===== config.mk =====
export PLATFORM = sky130hd
export DESIGN_NAME = arbitro_vc
export DESIGN_NICKNAME = d
export VERILOG_FILES = /design/src/rtl/arbitro_vc.sv
export SDC_FILE = /design/constraint.sdc
export NUM_CORES = 1
export LEC_CHECK = 0
export ABC_AREA = 1
export CORE_ASPECT_RATIO = 1.25
export CORE_UTILIZATION = 40
export CTS_BUF_LIST = sky130_fd_sc_hd__clkbuf_8
export DETAILED_ROUTE_END_ITERATION = 10
export PLACE_DENSITY = 0.77
export SLEW_MARGIN = 5
export SYNTH_ARGS = -nofsm -noshare
export SYNTH_HDL_FRONTEND = slang
export SYNTH_SLANG_ARGS = --single-unit

===== constraint.sdc =====
create_clock -name clk -period 2.3 [get_ports clk]
set_input_delay 0.69 -clock clk [delete_from_list [all_inputs] [get_ports clk]]
set_output_delay 0.69 -clock clk [all_outputs]
set_load 0.02 [all_outputs]

===== src/rtl/arbitro_vc.sv =====
// arbitro_vc: forwards head words from two virtual-channel source FIFOs to one
// of two destinations, selected by bit 4 of the head word. One pop per cycle at
// most; the popped word is pushed to its destination exactly one cycle later.
//
// Build option: define ARB_RR_EN for round-robin between VC0 and VC1 when both
// are eligible; left undefined, VC0 always wins a tie.
//
// state | meaning
// IDLE  | no forwarding; pops held at 0
// FWD   | forwarding; eligible source granted each cycle
module arbitro_vc (
  input  logic       clk,
  input  logic       reset,
  input  logic       enable,
  input  logic       VC0_empty,
  input  logic       VC1_empty,
  input  logic [5:0] VC0_data,
  input  logic [5:0] VC1_data,
  input  logic       D0_almost_full,
  input  logic       D1_almost_full,
  output logic       VC0_pop,
  output logic       VC1_pop,
  output logic       D0_push,
  output logic       D1_push,
  output logic [5:0] data_out,
  output logic       idle,
  output logic [7:0] cnt_D0,
  output logic [7:0] cnt_D1
);

  typedef enum logic {IDLE = 1'b0, FWD = 1'b1} state_t;

  state_t     state_q, state_d;
  logic       d0_push_q, d0_push_d;
  logic       d1_push_q, d1_push_d;
  logic [5:0] data_out_q, data_out_d;
  logic       idle_q, idle_d;
  logic [7:0] cnt_d0_q, cnt_d0_d;
  logic [7:0] cnt_d1_q, cnt_d1_d;

  logic       elig0, elig1;
  logic       gnt0, gnt1;
  logic       pop_any;
  logic [5:0] pop_data;

`ifdef ARB_RR_EN
  // 0: VC0 wins the next tie, 1: VC1 wins the next tie
  logic       prio_q, prio_d;
`endif

  // Eligibility and grant; pops are gated by reset so nothing leaves a FIFO
  // while the block is held in reset.
  always_comb begin
    elig0 = reset && (state_q == FWD) && enable && !VC0_empty &&
            !(VC0_data[4] ? D1_almost_full : D0_almost_full);
    elig1 = reset && (state_q == FWD) && enable && !VC1_empty &&
            !(VC1_data[4] ? D1_almost_full : D0_almost_full);
`ifdef ARB_RR_EN
    if (elig0 && elig1) begin
      gnt0 = !prio_q;
    end else begin
      gnt0 = elig0;
    end
    gnt1   = elig1 && !gnt0;
    prio_d = prio_q;
    if (gnt0) prio_d = 1'b1;
    if (gnt1) prio_d = 1'b0;
`else
    gnt0 = elig0;
    gnt1 = elig1 && !elig0;
`endif
    pop_any  = gnt0 || gnt1;
    pop_data = gnt0 ? VC0_data : VC1_data;
  end

  // Next-state and registered-output computation.
  always_comb begin
    state_d    = state_q;
    d0_push_d  = pop_any && !pop_data[4];
    d1_push_d  = pop_any && pop_data[4];
    data_out_d = pop_any ? pop_data : data_out_q;
    idle_d     = VC0_empty && VC1_empty && !pop_any;
    // Counters advance together with the push they count.
    cnt_d0_d   = cnt_d0_q + {7'd0, d0_push_d};
    cnt_d1_d   = cnt_d1_q + {7'd0, d1_push_d};
    case (state_q)
      IDLE: if (enable && (!VC0_empty || !VC1_empty)) state_d = FWD;
      FWD:  if (!enable || (VC0_empty && VC1_empty)) state_d = IDLE;
      default: state_d = IDLE;
    endcase
  end

  // State and output registers with synchronous active-low reset.
  always_ff @(posedge clk) begin
    if (!reset) begin
      state_q    <= IDLE;
      d0_push_q  <= 1'b0;
      d1_push_q  <= 1'b0;
      data_out_q <= 6'd0;
      idle_q     <= 1'b1;
      cnt_d0_q   <= 8'd0;
      cnt_d1_q   <= 8'd0;
    end else begin
      state_q    <= state_d;
      d0_push_q  <= d0_push_d;
      d1_push_q  <= d1_push_d;
      data_out_q <= data_out_d;
      idle_q     <= idle_d;
      cnt_d0_q   <= cnt_d0_d;
      cnt_d1_q   <= cnt_d1_d;
    end
  end

`ifdef ARB_RR_EN
  // Round-robin pointer; moves only when a grant is made.
  always_ff @(posedge clk) begin
    if (!reset) prio_q <= 1'b0;
    else        prio_q <= prio_d;
  end
`endif

  assign VC0_pop  = gnt0;
  assign VC1_pop  = gnt1;
  assign D0_push  = d0_push_q;
  assign D1_push  = d1_push_q;
  assign data_out = data_out_q;
  assign idle     = idle_q;
  assign cnt_D0   = cnt_d0_q;
  assign cnt_D1   = cnt_d1_q;

endmodule


==> results.txt, run 1 <==
status = complete, no violations
HPWL after detailed placement = 2.30 mm
Syn Inst Count = 162
vias in the first global route = 1248
Post-synth top flop = dfxtp_1
IO Pins = 46
Synth Area in Simple Gates = 32.7%
Compound-Gate Fraction of Synth Area = 8.93%
DP Worst Slack = -0.699 ns
Post-synth EDFFs = 0
FILL cells = 242
CP Capture Type = flip-flop
Placeable Area = 0.00276 sq mm
Crit Path Class = primary input to flip-flop
initial antenna violation count = 0
hold_buf cts = 0
Clock Skew = 0.00537 ns
Max Used Layer = met4
Yosys top cell by area = dfxtp_1
met2 wire length = 1.64 mm
CTS tree = done
layout net count = 251
Setup Total Neg Slack = 0 ns
area grow syn2layout = 60.4%
Synthesis Warnings = 0
Die Y = 63.0 um
DR WL met3 = 141 um
Worst Setup Start Kind = primary input
leading cell type by number of instances after synthesis = nand2_1
drt wl/cell = 12.0 um
total routed wirelength = 3.14 mm
largest net degree at the start of global routing = 16
Distinct cells, synth = 21
TritonCTS Buffers = 3
top post-synthesis cells by area = dfxtp_1 44%, nand2_1 9.1%, inv_1 7.6%, a21oi_1 5.9%, nand3_1 5.9%
ANT cells = 0
register area = 520 sq um
Adder-Cell Fraction of Synth Area = 4.20%
most instantiated cells after synthesis = 29 x nand2_1, 26 x dfxtp_1, 24 x inv_1, 16 x nor2_1
post-synth net total = 185
final hold viol count = 0
Vias = 1271
Slew @ Worst Pin = 0.386 ns
pins over their slew limit = 0
Pwr Total = 0.923 mW
Via density = 4.87
design area = 0.00191 sq mm
max_cap viols = 0
crit path DAT = 2.35 ns
worst vdd ir = 0.386 mV
global router's overall resource usage = 21.6%
Period minus WS final = 2.18 ns
final core utilization = 69.3%
Longest Clk Path Bufs = 2
leakage = 0.854 nW
met1 wire length = 1.30 mm
Max Freq = 459 MHz
layout cells sized above 1 = 25.6%
mux share of post-synthesis cell area = 0%
Post-Synth XOR/XNOR Area = 0.735%
critical-path maximum fanout = 5
Post-Synthesis Cell Area = 0.00119 sq mm
final setup fails = 0
largest family of logic cells by synthesized area = simple AND/OR/NAND/NOR gates
DIE AREA = 0.00320 sq mm
Worst-Skew Late Latency = 0.27 ns
final setup margin = 0.123 ns
DRC Markers = 0
Starting Density = 43.2%
GR Overflow Total = 0
Rel. slew slack = 74.2%
GPL Wtd Cong = 0.755
period utilization = 94.7%
HP Class = flip-flop to flip-flop
Placement Cell Area = 0.00181 sq mm
Worst-path clk slew = 0.09 ns
Detail Route Antenna Nets = 0
# rows = 21
register area share after synthesis = 43.7%
WP data required = 2.47 ns
TritonRoute pass-1 iters = 4
ys async rst share = 0%
first-pass GRT wire length = 5.33 mm
clk sinks = 26
H-tree Lvls = 1
Root Buffer = clkbuf_8
Iter 0 DRT Violations = 28
I/O Buffers = 45
width of the die = 50.8 um
Syn Area/Cell = 7.35 sq um
Pwr Density = 483 mW/mm^2
Multi-input gate area = 616 sq um
Seq cells post-synth = 26
post-synth top area share = 43.7%
==> routing by layer <==
layer,up-vias,global-route usage (%)
met4,0,9.72
li1,648,-
met1,581,24.0
met5,-,0
met3,5,2.68
met2,37,39.7
==> layout make-up <==
| type | count | share of cell area [%] |
|---|---|---|
| multi-input combinational | 107 | 32.2 |
| timing repair buffer | 64 | 29.3 |
| sequential | 26 | 27.2 |
| inverter | 26 | 5.24 |
| tap | 34 | 2.23 |
| clock buffer | 3 | 2.16 |
| clock inverter | 1 | 1.57 |
==> metrics by stage <==
step           cells  hold WS (ns)
2_1_floorplan    162         0.548
3_3_place_gp     254         0.471
3_5_place_dp     254         0.486
4_1_cts          261         0.497
5_1_grt          261         0.515
6_report         261         0.497
==> state kept, by name, summed over array words and instances (netlist names) <==
name	flops
cnt_D1	8
D1_push	1
D0_push	1
idle	1
data_out	6
state_q	1
cnt_D0	8
==> layout by cell type (no fill, tap or decap), types with 4 or more instances in the layout <==
cell type and count:
nor3_1 5, nand2_1 25, clkdlybuf4s50_1 35, inv_2 4, o21ai_0 4, nor2_4 5, nand4_1 4, dfxtp_1 26
nand2_2 7, nand3b_1 4, nor2_1 12, clkbuf_2 6, nand3_1 13, a21oi_1 13, buf_4 19, inv_1 21
==> critical path, cell delays in order <==
cell	delay [ns]
buf_4	0.14
nand2_2	0.07
inv_2	0.04
nor2_4	0.11
nand2_4	0.08
buf_6	0.13
nand2_2	0.07
inv_2	0.06
a21oi_2	0.13
ha_2	0.21
nand2_2	0.06
nor2_2	0.11
nand2_2	0.08
nor2_4	0.16
nand4_1	0.09
nand2_1	0.08
nor2_1	0.04
==> timing repair <==
action / 4_1_cts / 5_1_grt
endpoints found under the setup margin: 16 / 10
resized for setup: 33 / 16
buffers inserted: 3 / 1
pin swaps: 8 / 8
==> worst paths after layout <==
kind                        start              endpoint  slack, ns  depth (start not counted)
max reg2reg    state_q$_SDFF_PN0_  cnt_D1[7]$_SDFF_PN0_       0.30                         15
min          cnt_D0[7]$_SDFF_PN0_  cnt_D0[7]$_SDFF_PN0_       0.50                          2
max                   VC0_data[4]  cnt_D1[7]$_SDFF_PN0_       0.12                         17
min reg2reg  cnt_D0[7]$_SDFF_PN0_  cnt_D0[7]$_SDFF_PN0_       0.50                          2
==> where the power goes <==
| group | switching [mW] | leakage, nW | internal [mW] | total (mW) |
|---|---|---|---|---|
| clock network | 0.137 | 0.0357 | 0.233 | 0.370 |
| registers | 0.00254 | 0.210 | 0.454 | 0.457 |
| logic | 0.0470 | 0.608 | 0.0493 | 0.0964 |
| total | 0.187 | 0.854 | 0.736 | 0.923 |
==> cells by family after synthesis <==
kind of cell	Yosys count
xor+xnor	1
buf+inv	29
compound gates	21
flops	26
fa+ha+maj	4
simple gates	81
(Power assumes the default switching activity.)
==> run 2: changes to the inputs <==
==> constraint.sdc (replaced) <==
create_clock -name clk -period 2.3 [get_ports clk]
set_input_delay 0.23 -clock clk [delete_from_list [all_inputs] [get_ports clk]]
set_output_delay 0.23 -clock clk [all_outputs]
set_load 0.02 [all_outputs]
==> run 2 against run 1 <==
  * Core utilization fell by 1.7 points
  * Count of clock-buffer cells in the layout grew 1
  * First-iteration DRC count shrank 3.6%
  * Cell count fell by 0.77%
  * Clock skew decreased by 0.0036 ns
  * Register-to-register slack barely moved
  * Fmax up 1.8%
  * Global-route usage fell by 1.0 points
  * Routed wire length decreased by 2.9%
  * Sequential power hardly changed
  * Sequential share of layout area rose by 0.70 points
  * Setup slack improved by 0.038 ns
  * Critical path type unchanged
  * Largest cell class is now buffers
==> results.txt, run 2 (synthesized netlist as in run 1, its figures left out) <==
hold_buf cts = 0 (unchanged)
vias in the first global route = 1257 (was 1248)
final hold viol count = 0 (unchanged)
area grow syn2layout = 56.4% (was 60.4%)
HP Class = flip-flop to flip-flop (unchanged)
I/O Buffers = 45 (unchanged)
leading cell type in the layout, fill and taps excluded = clkdlybuf4s50_1 (unchanged)
TritonCTS Buffers = 3 (unchanged)
Placeable Area = 0.00276 sq mm (unchanged)
final core utilization = 67.5% (was 69.3%)
Reg-to-Reg End = cnt_D1[7]$_SDFF_PN0_ (unchanged)
Rel. slew slack = 75.1% (was 74.2%)
total routed wirelength = 3.04 mm (was 3.14 mm)
DRC Markers = 0 (unchanged)
met3 usage = 2.68% (unchanged)
Largest delay share family, worst path = buffers and inverters (was simple AND/OR/NAND/NOR gates)
TritonRoute pass-1 iters = 4 (unchanged)
register area = 520 sq um (unchanged)
Root Buffer = clkbuf_8 (unchanged)
postcts setup bufs = 0 (was 3)
worst vdd ir = 0.398 mV (was 0.386 mV)
H-tree Lvls = 1 (unchanged)
Slew @ Worst Pin = 0.373 ns (was 0.386 ns)
# rows = 21 (unchanged)
CTS tree = done (unchanged)
Max Freq = 467 MHz (was 459 MHz)
layout net count = 249 (was 251)
CP Capture Type = flip-flop (unchanged)
DIE AREA = 0.00320 sq mm (unchanged)
WHS Endpoint = data_out[5]$_SDFFE_PN0P_ (was cnt_D0[7]$_SDFF_PN0_)
Pwr Density = 451 mW/mm^2 (was 483 mW/mm^2)
hold path depth = 2 (unchanged)
width of the die = 50.8 um (unchanged)
CP max stage cell = clkdlybuf4s50_1 (was ha_2)
worst r2r path cells = 14 (was 15)
Clock Skew = 0.00175 ns (was 0.00537 ns)
post-cts sizing count = 0 (was 33)
FILL cells = 233 (was 242)
leakage = 0.856 nW (was 0.854 nW)
CP peak stage delay = 0.48 ns (was 0.21 ns)
Starting Density = 43.2% (unchanged)
Worst-path clk slew = 0.08 ns (was 0.09 ns)
period utilization = 93.0% (was 94.7%)
WP data required = 2.46 ns (was 2.47 ns)
pins over their slew limit = 0 (unchanged)
Worst-Skew Late Latency = 0.26 ns (was 0.27 ns)
Worst Setup Start Kind = primary input (unchanged)
initial antenna violation count = 0 (unchanged)
GPL Wtd Cong = 0.834 (was 0.755)
Via density = 4.89 (was 4.87)
max_cap viols = 0 (unchanged)
Crit Path Class = primary input to flip-flop (unchanged)
busiest layer in global routing = met2 (unchanged)
Longest Clk Path Bufs = 2 (unchanged)
GR Overflow Total = 0 (unchanged)
met1 Usage GRT = 22.0% (was 24.0%)
critical-path maximum fanout = 5 (unchanged)
ANT cells = 0 (unchanged)
status = complete, no violations (unchanged)
HPWL after detailed placement = 2.37 mm (was 2.30 mm)
Global Route met2 Usage = 39.7% (unchanged)
crit path DAT = 2.30 ns (was 2.35 ns)
Detail Route Antenna Nets = 0 (unchanged)
CP bufs+invs = 5 (was 4)
global router's overall resource usage = 20.6% (was 21.6%)
reg-to-reg slack, setup = 0.30 ns (about the same)
Iter 0 DRT Violations = 27 (was 28)
IO Pins = 46 (unchanged)
drt wl/cell = 11.7 um (was 12.0 um)
crit-path cells = clkdlybuf4s50_1 -> inv_1 -> nor2_2 -> nor2_2 -> nand2_2 -> inv_2 -> nand2_1 -> buf_4 -> nand2_2 -> nor2_4 -> ha_1 -> ha_1 -> nand2_1 -> inv_1 -> nand4_1 -> o21ai_0 -> a21oi_1 (was buf_4 -> nand2_2 -> inv_2 -> nor2_4 -> nand2_4 -> buf_6 -> nand2_2 -> inv_2 -> a21oi_2 -> ha_2 -> nand2_2 -> nor2_2 -> nand2_2 -> nor2_4 -> nand4_1 -> nand2_1 -> nor2_1)
final setup fails = 0 (unchanged)
Die Y = 63.0 um (unchanged)
layout cells sized above 1 = 15.1% (was 25.6%)
first-pass GRT wire length = 5.15 mm (was 5.33 mm)
largest net degree at the start of global routing = 16 (unchanged)
Vias = 1267 (was 1271)
most frequent cells in the layout = 43 x clkdlybuf4s50_1, 29 x nand2_1, 26 x dfxtp_1 (was 35 x clkdlybuf4s50_1, 26 x dfxtp_1, 25 x nand2_1)
Pwr Total = 0.840 mW (was 0.923 mW)
clk sinks = 26 (unchanged)
worst hold start = data_out[5]$_SDFFE_PN0P_ (was cnt_D0[7]$_SDFF_PN0_)
Reg-to-Reg Start = state_q$_SDFF_PN0_ (unchanged)
Multi-input gate area = 564 sq um (was 616 sq um)
Period minus WS final = 2.14 ns (was 2.18 ns)
==> run 2: cell types whose count changed in the layout (fill, tap and decap cells not counted), moves of 3 or more <==
cell             before  now
clkbuf_2              6    0
clkdlybuf4s50_1      35   43
inv_1                21   24
nand2_1              25   29
nand2_2               7    4
==> run 2: how the worst max path moves through the flow <==
stage                                  start                   end  cells after the start
after floorplan           state_q$_SDFF_PN0_  cnt_D1[7]$_SDFF_PN0_                     14
after global placement        D0_almost_full  cnt_D0[6]$_SDFF_PN0_                     17
after detailed placement      D0_almost_full  cnt_D1[6]$_SDFF_PN0_                     15
after CTS                        VC0_data[4]  cnt_D1[7]$_SDFF_PN0_                     15
after global routing                  enable  cnt_D1[7]$_SDFF_PN0_                     15
final                         D0_almost_full  cnt_D0[6]$_SDFF_PN0_                     17
==> run 2: worst register-to-register path: cells and delay by family, from the launching register on <==
| kind | cells | cell delay [ns] |
|---|---|---|
| compound gates | 1 | 0.19 |
| fa+ha+maj | 1 | 0.21 |
| buf+inv | 1 | 0.04 |
| flops | 1 | 0.35 |
| simple gates | 11 | 1.12 |
==> run 2: layout make-up <==
type                       instances  share of cell area, %
sequential                        26                   27.9
inverter                          26                   5.24
timing repair buffer              62                   31.3
multi-input combinational        107                   30.3
tap                               34                   2.28
clock buffer                       4                   2.95
==> run 2: routing by layer <==
metal  vias up  wire length (um)
li1        640                 -
met4         0                44
met5         -                 0
met2        35              1630
met1       586              1250
met3         6               125
==> run 2: where the power goes <==
group	leakage, nW	switching (mW)	internal, mW
sequential	0.210	0.00217	0.454
clock	0.0288	0.136	0.153
combinational	0.617	0.0421	0.0535
==> run 2: metrics by stage <==
stage                     setup TNS, ns  area [sq um]  instances  setup WS [ns]  hold slack [ns]
after floorplan                       0          1190        162          0.287            0.347
after global placement           -0.137          1790        255        -0.0442            0.465
after detailed placement         -0.778          1790        255         -0.173            0.472
after CTS                             0          1850        259         0.0880            0.486
after global routing           -0.00211          1860        259       -0.00211            0.518
final                                 0          1860        259          0.160            0.483
==> run 3: changes to the inputs <==
DONT_BUFFER_PORTS = 1   (was default)
PLACE_DENSITY = 0.56   (was 0.77)
==> run 3 against run 2 <==
  * Core utilization is 21 points lower
  * Setup slack better by 0.11 ns
  * Combinational power is 64% lower
  * Sequential power is 1% higher
  * Sequential cell count stayed put
  * Power is 12% lower
  * Sequential share of layout area is 12 points higher
  * Critical path type is now flip-flop to flip-flop
  * Critical endpoint is now cnt_D1[7]$_SDFF_PN0_
==> results.txt, run 3 (synthesized netlist as in run 1, its figures left out) <==
critical-path maximum fanout = 5 (unchanged)
Global Route met2 Usage = 27.8% (was 39.7%)
layout cells sized above 1 = 12.1% (was 15.1%)
WHS Endpoint = idle$_SDFF_PN1_ (was data_out[5]$_SDFFE_PN0P_)
hold_buf cts = 0 (unchanged)
Clock power frac = 32.9% (was 34.3%)
vias in the first global route = 903 (was 1257)
RSZ-0062 raised after global routing = no
sequential share of power = 62.5% (was 54.3%)
Largest delay share family, worst path = simple AND/OR/NAND/NOR gates (was buffers and inverters)
design area = 0.00129 sq mm (was 0.00186 sq mm)
CP max stage cell = dfxtp_1 (was clkdlybuf4s50_1)
leading cell type in the layout, fill and taps excluded = nand2_1 (was clkdlybuf4s50_1)
met1 Usage GRT = 18.2% (was 22.0%)
total routed wirelength = 2.38 mm (was 3.04 mm)
GR Overflow Total = 0 (unchanged)
leakage = 0.591 nW (was 0.856 nW)
postcts setup bufs = 0 (unchanged)
worst hold start = reset (was data_out[5]$_SDFFE_PN0P_)
width of the die = 50.8 um (unchanged)
CP bufs+invs = 1 (was 5)
Placement Cell Area = 0.00124 sq mm (was 0.00179 sq mm)
Worst-Skew Late Latency = 0.26 ns (about the same)
HPWL after detailed placement = 1.85 mm (was 2.37 mm)
most frequent cells in the layout = 29 x nand2_1, 26 x dfxtp_1, 24 x inv_1 (was 43 x clkdlybuf4s50_1, 29 x nand2_1, 26 x dfxtp_1)
status = complete, no violations (unchanged)
max_cap viols = 0 (unchanged)
Rel. slew slack = 74.2% (was 75.1%)
final setup fails = 0 (unchanged)
Pwr Density = 571 mW/mm^2 (was 451 mW/mm^2)
I/O Buffers = 0 (was 45)
layout net count = 190 (was 249)
crit-path cells = nand3_2 -> nor2_4 -> nand2_2 -> inv_2 -> nand2_1 -> a21oi_2 -> ha_1 -> nand2_1 -> nor2_2 -> nand2_1 -> nor2_4 -> nand4_1 -> nand2_1 -> nor2_1 (was clkdlybuf4s50_1 -> inv_1 -> nor2_2 -> nor2_2 -> nand2_2 -> inv_2 -> nand2_1 -> buf_4 -> nand2_2 -> nor2_4 -> ha_1 -> ha_1 -> nand2_1 -> inv_1 -> nand4_1 -> o21ai_0 -> a21oi_1)
DIE AREA = 0.00320 sq mm (unchanged)
largest net degree at the start of global routing = 17 (was 16)
Starting Density = 43.2% (unchanged)
critical path's most frequent cell = nand2_1
worst vdd ir = 0.288 mV (was 0.398 mV)
period utilization = 88.1% (was 93.0%)
Crit Path Class = flip-flop to flip-flop (was primary input to flip-flop)
reg-to-reg slack, setup = 0.27 ns (was 0.30 ns)
Worst-path clk slew = 0.08 ns (about the same)
Placeable Area = 0.00276 sq mm (unchanged)
CP peak stage delay = 0.34 ns (was 0.48 ns)
drt wl/cell = 12.0 um (was 11.7 um)
Slew @ Worst Pin = 0.387 ns (was 0.373 ns)
Worst Setup Start Kind = flip-flop (was primary input)
DRC Markers = 0 (unchanged)
GPL Wtd Cong = 0.702 (was 0.834)
DP Worst Slack = 0.118 ns (was -0.173 ns)
Die Y = 63.0 um (unchanged)
CTS tree = done (unchanged)
Gate power share = 4.6% (was 11.4%)
Fin Hold WS = 0.0384 ns (was 0.483 ns)
Max Freq = 494 MHz (was 467 MHz)
Setup Total Neg Slack = 0 ns (unchanged)
Reg-to-Reg End = cnt_D1[7]$_SDFF_PN0_ (unchanged)
clk sinks = 26 (unchanged)
final hold viol count = 0 (unchanged)
Longest Clk Path Bufs = 2 (unchanged)
Iter 0 DRT Violations = 29 (was 27)
crit path DAT = 2.19 ns (was 2.30 ns)
Reg-to-Reg Start = state_q$_SDFF_PN0_ (unchanged)
IO Pins = 46 (unchanged)
Sw Pwr = 0.154 mW (was 0.180 mW)
initial antenna violation count = 0 (unchanged)
global router's overall resource usage = 15.9% (was 20.6%)
WP data required = 2.46 ns (about the same)
internal power = 0.584 mW (was 0.660 mW)
Via density = 5.05 (was 4.89)
ANT cells = 0 (unchanged)
Detail Route Antenna Nets = 0 (unchanged)
H-tree Lvls = 1 (unchanged)
worst r2r path cells = 14 (unchanged)
Clock Skew = 0.00176 ns (was 0.00175 ns)
# rows = 21 (unchanged)
area grow syn2layout = 8.51% (was 56.4%)
Root Buffer = clkbuf_8 (unchanged)
TritonCTS Buffers = 3 (unchanged)
met3 usage = 3.65% (was 2.68%)
Vias = 1004 (was 1267)
pins over their slew limit = 0 (unchanged)
CP Capture Type = flip-flop (unchanged)
hold path depth = 1 (was 2)
TritonRoute pass-1 iters = 4 (unchanged)
switching share of power = 20.9% (was 21.4%)
first-pass GRT wire length = 3.93 mm (was 5.15 mm)
Period minus WS final = 2.03 ns (was 2.14 ns)
final setup margin = 0.274 ns (was 0.160 ns)
busiest layer in global routing = met2 (unchanged)
HP Class = primary input to flip-flop (was flip-flop to flip-flop)
-- run 3: cell types whose count changed in the layout (fill, tap and decap cells not counted), sizes merged --
cell,change
dlymetal6s2s,-2
buf,-14
clkdlybuf4s50,-43
clkbuf,-1
-- run 3: how the worst max path moves through the flow --
| stage | slack [ns] | cells after the start | endpoint | startpoint |
|---|---|---|---|---|
| finish | 0.27 | 14 | cnt_D1[7]$_SDFF_PN0_ | state_q$_SDFF_PN0_ |
| global route | 0.03 | 13 | cnt_D0[6]$_SDFF_PN0_ | state_q$_SDFF_PN0_ |
| CTS | 0.11 | 14 | cnt_D1[7]$_SDFF_PN0_ | state_q$_SDFF_PN0_ |
| detailed placement | 0.12 | 14 | cnt_D1[7]$_SDFF_PN0_ | state_q$_SDFF_PN0_ |
| global placement | 0.22 | 14 | cnt_D1[7]$_SDFF_PN0_ | state_q$_SDFF_PN0_ |
| floorplan | 0.29 | 14 | cnt_D1[7]$_SDFF_PN0_ | state_q$_SDFF_PN0_ |
-- run 3: repair_timing --
| item | in CTS | in global routing |
|---|---|---|
| endpoints found under the hold margin | 0 | 0 |
| resized for setup | 0 | 4 |
| setup endpoints to repair | 0 | 3 |
-- run 3: power by group through the flow --
stage | Clock, mW | Combinational [mW] | Sequential, mW
finish | 0.243 | 0.0343 | 0.461
global route | 0.278 | 0.0397 | 0.462
CTS | 0.256 | 0.0347 | 0.461
detailed placement | 0 | 0.0342 | 0.472
global placement | 0 | 0.0332 | 0.472
floorplan | 0 | 0.0306 | 0.471
-- run 3: layout make-up --
class / instances / area (sq um)
tap: 34 / 42.5
timing repair buffer: 3 / 22.5
sequential: 26 / 520
clock buffer: 3 / 41.3
multi-input combinational: 107 / 568
inverter: 26 / 97.6
fill: 299 / 1470
-- run 3: metrics by stage --
stage / power, mW / std cells / util, %
6_report: 0.738 / 199 / 46.8
5_1_grt: 0.780 / 199 / 46.8
4_1_cts: 0.752 / 199 / 46.3
3_5_place_dp: 0.506 / 196 / 44.9
3_3_place_gp: 0.505 / 196 / 44.9
2_1_floorplan: 0.502 / 162 / -
-- run 3: per-layer routing --
metal | routed length, um | vias up
li1 | - | 525
met4 | 14 | 0
met3 | 169 | 2
met2 | 1170 | 31
met1 | 1030 | 446
met5 | 0 | -
-- run 3: worst reg2reg max path: stages (launching register included) --
cell     delay (ns)
dfxtp_1        0.34
nand3_2        0.11
nor2_4         0.15
nand2_2        0.10
inv_2          0.07
nand2_1        0.10
a21oi_2        0.17
ha_1           0.19
nand2_1        0.07
nor2_2         0.13
nand2_1        0.12
nor2_4         0.15
nand4_1        0.09
nand2_1        0.08
nor2_1         0.04
